$ cat config.mk
export PLATFORM = sky130hd
export DESIGN_NAME = mem_swap_arbiter
export DESIGN_NICKNAME = d
export VERILOG_FILES = /design/src/rtl/mem_swap_pkg.sv /design/src/rtl/mem_swap_rr_arb.sv /design/src/rtl/mem_swap_arbiter.sv
export SDC_FILE = /design/constraint.sdc
export NUM_CORES = 1
export LEC_CHECK = 0
export CAP_MARGIN = 20
export CORE_MARGIN = 2
export CORE_UTILIZATION = 33
export CTS_BUF_LIST = sky130_fd_sc_hd__clkbuf_16
export DETAILED_ROUTE_END_ITERATION = 10
export HOLD_SLACK_MARGIN = 0.15
export PLACE_DENSITY = 0.75
export SKIP_LAST_GASP = 1
export SLEW_MARGIN = 20
export SYNTH_ARGS = -nofsm -noshare
export SYNTH_HDL_FRONTEND = slang
export SYNTH_HIERARCHICAL = 1
export SYNTH_SLANG_ARGS = --single-unit
$ cat constraint.sdc
create_clock -name clk -period 2.1 [get_ports clk]
set_input_delay 0.315 -clock clk [delete_from_list [all_inputs] [get_ports clk]]
set_output_delay 0.315 -clock clk [all_outputs]
set_load 0.02 [all_outputs]
$ cat src/rtl/mem_swap_pkg.sv
// Purpose: shared state encodings and datapath step codes for the memory-swap arbiter.
// Latency: n/a (constants and a pure decode function).
// Backpressure: n/a.
package mem_swap_pkg;

  // FSM state encodings (3 bits, kept as plain constants for legacy tools)
  localparam logic [2:0] ST_IDLE  = 3'd0;
  localparam logic [2:0] ST_STEP1 = 3'd1;
  localparam logic [2:0] ST_STEP2 = 3'd2;
  localparam logic [2:0] ST_STEP3 = 3'd3;
  localparam logic [2:0] ST_DONE  = 3'd4;

  // Datapath step selects
  localparam logic [1:0] SEL_IDLE = 2'b00;  // no transfer
  localparam logic [1:0] SEL_A2T  = 2'b01;  // mem[A] -> tmp
  localparam logic [1:0] SEL_B2A  = 2'b10;  // mem[B] -> mem[A]
  localparam logic [1:0] SEL_T2B  = 2'b11;  // tmp    -> mem[B]

  // Map a state to the datapath step it drives; IDLE/DONE leave the datapath quiet.
  function automatic logic [1:0] step_sel(input logic [2:0] st);
    logic [1:0] s;
    s = SEL_IDLE;
    case (st)
      ST_STEP1: s = SEL_A2T;
      ST_STEP2: s = SEL_B2A;
      ST_STEP3: s = SEL_T2B;
      default:  s = SEL_IDLE;
    endcase
    return s;
  endfunction

endpackage

$ cat src/rtl/mem_swap_rr_arb.sv
// Purpose: combinational round-robin pick among pending requesters, search starts at ptr.
// Latency: zero cycles (pure combinational).
// Backpressure: none; the parent decides when a grant is taken and advances ptr.
module mem_swap_rr_arb #(
  parameter int NUM_REQ = 4,
  parameter int ID_W    = $clog2(NUM_REQ)
) (
  input  logic [NUM_REQ-1:0] req,
  input  logic [ID_W-1:0]    ptr,
  output logic               vld,
  output logic [ID_W-1:0]    gnt
);

  logic [ID_W-1:0] idx;

  // Walk offsets from the far end back to zero so the nearest pending index to ptr wins.
  always_comb begin
    vld = |req;
    gnt = '0;
    idx = '0;
    for (int i = NUM_REQ - 1; i >= 0; i--) begin
      idx = ID_W'((int'(ptr) + i) % NUM_REQ);
      if (req[idx]) begin
        gnt = idx;
      end
    end
  end

endmodule

$ cat src/rtl/mem_swap_arbiter.sv
// Purpose: round-robin share of one 3-step memory swap datapath; `MEM_SWAP_COUNT_EN adds swap_count.
// Latency: grant edge -> ack 4 cycles later (1 cycle when both addresses match); one swap per 5 cycles.
// Backpressure: level req held until ack; no grant while busy, losers simply wait in req.
module mem_swap_arbiter
  import mem_swap_pkg::*;
#(
  parameter int NUM_REQ = 4,
  parameter int ADDR_W  = 4
`ifdef MEM_SWAP_COUNT_EN
  ,
  parameter int CNT_W   = 16
`endif
) (
  input  logic                        clk,
  input  logic                        reset,
  input  logic [NUM_REQ-1:0]          req,
  input  logic [NUM_REQ*ADDR_W-1:0]   req_addr_a,
  input  logic [NUM_REQ*ADDR_W-1:0]   req_addr_b,
  output logic [NUM_REQ-1:0]          ack,
  output logic                        busy,
  output logic [$clog2(NUM_REQ)-1:0]  gnt_id,
  output logic [ADDR_W-1:0]           addr_a,
  output logic [ADDR_W-1:0]           addr_b,
  output logic [1:0]                  sel,
  output logic                        w
`ifdef MEM_SWAP_COUNT_EN
  ,
  output logic [CNT_W-1:0]            swap_count
`endif
);

  localparam int ID_W = $clog2(NUM_REQ);

  logic [2:0]        state;
  logic [ID_W-1:0]   rr_ptr;
  logic [ID_W-1:0]   rr_ptr_nxt;
  logic              arb_vld;
  logic [ID_W-1:0]   arb_gnt;
  logic [ADDR_W-1:0] slice_a [NUM_REQ];
  logic [ADDR_W-1:0] slice_b [NUM_REQ];
  logic              same_addr;

  mem_swap_rr_arb #(
    .NUM_REQ (NUM_REQ),
    .ID_W    (ID_W)
  ) u_rr_arb (
    .req (req),
    .ptr (rr_ptr),
    .vld (arb_vld),
    .gnt (arb_gnt)
  );

  // Unpack the per-requester address buses into indexable slices
  always_comb begin
    for (int i = 0; i < NUM_REQ; i++) begin
      slice_a[i] = req_addr_a[i*ADDR_W +: ADDR_W];
      slice_b[i] = req_addr_b[i*ADDR_W +: ADDR_W];
    end
  end

  // Winner's address pair and the pointer position just past the winner
  always_comb begin
    same_addr  = (slice_a[arb_gnt] == slice_b[arb_gnt]);
    rr_ptr_nxt = (arb_gnt == ID_W'(NUM_REQ - 1)) ? '0 : arb_gnt + 1'b1;
  end

  // Sequencer: grant and latch in IDLE, then walk the fixed swap steps.
  // A swap of a location with itself is a no-op, so it jumps straight to DONE.
  always_ff @(posedge clk) begin
    if (reset) begin
      state  <= ST_IDLE;
      rr_ptr <= '0;
      gnt_id <= '0;
      addr_a <= '0;
      addr_b <= '0;
    end else begin
      case (state)
        ST_IDLE: begin
          if (arb_vld) begin
            gnt_id <= arb_gnt;
            addr_a <= slice_a[arb_gnt];
            addr_b <= slice_b[arb_gnt];
            rr_ptr <= rr_ptr_nxt;
            state  <= same_addr ? ST_DONE : ST_STEP1;
          end
        end
        ST_STEP1: state <= ST_STEP2;
        ST_STEP2: state <= ST_STEP3;
        ST_STEP3: state <= ST_DONE;
        ST_DONE:  state <= ST_IDLE;
        default:  state <= ST_IDLE;
      endcase
    end
  end

  // Outputs decode only from registered state and latches; req has no path to them
  always_comb begin
    sel  = step_sel(state);
    w    = (sel != SEL_IDLE);
    busy = (state != ST_IDLE);
    ack  = '0;
    if (state == ST_DONE) begin
      ack[gnt_id] = 1'b1;
    end
  end

`ifdef MEM_SWAP_COUNT_EN
  // Count every completion, including same-address skips; wraps naturally
  always_ff @(posedge clk) begin
    if (reset) begin
      swap_count <= '0;
    end else if (state == ST_DONE) begin
      swap_count <= swap_count + 1'b1;
    end
  end
`endif

endmodule

==> out/metrics.yaml, run 1 <==
outcome:
  status: "complete, but fails checks"
  violations: "negative setup slack"
timing:
  skew_ns: 0.00183
  setup_viol: 1
  drv_slew: 0
  setup_ws_ns: -0.0280
  worst_pin_slew_ns: 0.388
  rsz0062_at_grt: "yes"
  min_period_over_period_pct: 101
  relSlewSlack_pct: 74.0
  finalHoldViolations: 0
  max_freq_mhz: 470
  fin_crit_ns: 2.13
yosys:
  synth.avg_cell_area_um2: 8.47
  synth_cells: 110
  yosys-top-cells-area: "dfxtp_1 (32%), mux4_2 (19%), nand2_1 (11%)"
  synth_ff_type: "dfxtp_1"
  ys_warn_count: 6
  ys_seq_elements: 15
  yosysTopAreaCell: "dfxtp_1"
  ys_seq_area_share_pct: 32.2
  synthDistinctLibCells: 27
  synthArstFlopShare_pct: 0
  netlist_top_cells_count: "nand2_1 (27), dfxtp_1 (15), a21oi_1 (13), nor2_1 (9), mux4_2 (8)"
  yosysTopAreaCellShare_pct: 32.2
  synth_edf_count: 0
  synth_nets: 149
  synth_most_common_cell: "nand2_1"
  synthesis.area_um2: 932
run:
  maxCapViolations: 0
die:
  coreArea_um2: 2710
  ioPinCount: 56
  die_w_um: 57.1
  die_h_um: 57.1
  dieArea_um2: 3270
  rows: 19
  start_util_pct: 34.4
pwr:
  pwr_density_cell_nw_per_um2: 1360
  p_leak_nw: 0.697
  power.total_mw: 2.32
  irDropWorstVdd_uv: 832
route:
  post-route-drc-count: 0
  ant_nets: 0
  vias_per_cell: 5.22
  dr.pass1.iters: 4
  drt_wl_total_um: 2850
  vias: 1086
  drt-initial-drc-count: 28
  wl_per_cell_um: 13.7
finish:
  utilization_pct: 63.0
  layout.cells.non_filler: 208
  drive_gt1_share_pct: 19.2
  design_area_um2: 1710
  final_net_count: 217
  multiInputGateArea_um2: 606
  antenna_cells: 0
  nFillCells: 239
  regArea_um2: 302
  area_growth_pct: 83.2
critical_path:
  cp.arrival_ns: 2.27
  rr_startpoint: "rr_ptr[1]$_SDFFE_PP0P_"
  critical_path_class: "reg2reg"
  slowest_stage: "mux4_2"
  timing.reg2reg.setup_slack_ns: -0.03
  worstSetupStartpointType: "flip-flop"
  slowest_delay_ns: 0.55
  cp_max_fo: 5
  timing.rr.end: "state[0]$_SDFFE_PP0P_"
  crit_required_ns: 2.24
  path_cells: "nand2b_4 -> a21oi_2 -> a211oi_2 -> buf_6 -> mux4_2 -> xnor2_2 -> nand4_1 -> o21a_1"
  cp-startpoint: "rr_ptr[1]$_SDFFE_PP0P_"
  r2r_cells: 8
  endpoint_kind: "flip-flop"
place:
  buffer_ports.inserted: 55
  finalWeightedCongestion: 0.838
  place_ws_ns: -0.439
  placed_area_um2: 1570
  dp.cells: 200
  dpl.hpwl_um: 2240
global_routing:
  grt_usage_pct: 18.6
  grt_pass1_wl_um: 4620
  first_global_vias: 1107
  grt_max_degree: 12
  antenna_found_initial: 0
  overflow: 0
clocking:
  clock_path_buffers: 2
  path_clk_slew_ns: 0.05
  root_buffer: "clkbuf_16"
  cts_made_buffers: 3
  htree_num_levels: 1
  insertion_delay_ns: 0.25
  cts_tree: "built"
  numClockSinks: 15
hold_path:
  hold_depth: 2
  hold_class: "reg2reg"
  worstHoldStart: "addr_b[3]$_SDFFE_PP0P_"
  hold-path-endpoint: "addr_b[3]$_SDFFE_PP0P_"
worst max-delay path, delay by kind of cell (launching register included):
kind | cells | cell delay [ns]
mux | 1 | 0.55
flops | 1 | 0.35
simple gates | 2 | 0.25
xor+xnor | 1 | 0.18
buf+inv | 1 | 0.19
compound gates | 3 | 0.50
per-layer routing:
metal  vias up  global-route usage (%)  share of wire [%]
met5         -                       0                  0
met4         0                    12.6                3.5
met3         9                    2.95                7.8
met2        64                    34.2                 52
met1       495                    19.2                 37
li1        518                       -                  -
layout by cell type (no fill, tap or decap), types with 2 or more instances in the layout:
| cell type | count |
|---|---|
| mux4_2 | 8 |
| clkdlybuf4s50_1 | 49 |
| nor3_1 | 4 |
| a21oi_1 | 12 |
| nor2_1 | 8 |
| inv_1 | 3 |
| dfxtp_1 | 14 |
| buf_4 | 15 |
| nor2b_1 | 2 |
| nand2_1 | 27 |
| dlymetal6s2s_1 | 2 |
| dlygate4sd2_1 | 3 |
| clkbuf_16 | 3 |
| xnor2_1 | 4 |
| nand3_1 | 2 |
power by group:
group          leakage, nW  internal (mW)  total (mW)  switching (mW)
clock               0.0423          0.252       0.367           0.115
combinational        0.530          0.750        1.42           0.670
sequential           0.124          0.411       0.533           0.122
total                0.697           1.41        2.32           0.907
repair_timing:
action,in CTS,in global routing
setup buffers,3,0
hold buffers,0,0
pin swaps,4,2
gates resized for setup,11,3
endpoints found under the setup margin,3,6
cloned,1,0
registers in the layout, summed over array words and instances (netlist names):
name,count
addr_a,4
addr_b,4
gnt_id,2
rr_ptr,2
state,3
how the worst max path moves through the flow:
stage | depth (start not counted) | to
2_1_floorplan | 8 | state[0]$_SDFFE_PP0P_
3_3_place_gp | 8 | state[0]$_SDFFE_PP0P_
3_5_place_dp | 8 | state[0]$_SDFFE_PP0P_
4_1_cts | 8 | state[0]$_SDFFE_PP0P_
5_1_grt | 8 | state[0]$_SDFFE_PP0P_
6_report | 8 | state[0]$_SDFFE_PP0P_
per-stage QoR:
stage	TNS, ns	hold WS (ns)
floorplan	0	0.384
global placement	-1.45	0.447
detailed placement	-1.95	0.450
CTS	-0.0294	0.456
global route	-0.153	0.483
finish	-0.0280	0.458
cell families after synthesis:
| kind of cell | Yosys count | share of synthesized area, % |
|---|---|---|
| adder cells (fa/ha/maj) | 1 | 1.34 |
| buffers and inverters | 10 | 5.10 |
| AO/OA/AOI/OAI | 17 | 10.5 |
| multiplexers | 9 | 20.4 |
| flip-flops | 15 | 32.2 |
| AND/OR/NAND/NOR | 53 | 25.8 |
| XOR/XNOR | 5 | 4.70 |
cell type report:
type	count	area share, %
Sequential cell	15	17.7
Tap cell	31	2.27
Multi-Input combinational cell	85	35.5
Inverter	2	0.440
Clock inverter	1	0.220
Clock buffer	3	4.40
Timing Repair Buffer	71	39.6
No activity file was read; power rests on OpenSTA's default activity.
==> inputs of run 2 (changes only) <==
Settings changed: ABC_CLOCK_PERIOD_IN_PS set to 2100.
==> results of run 2 <==
Final layout, timing and power as in run 1 (identical DEF).
==> inputs of run 3 (changes only) <==
Settings changed: CAP_MARGIN 20 to 0.
==> results of run 3 <==
Final layout, timing and power as in run 1 (identical DEF).
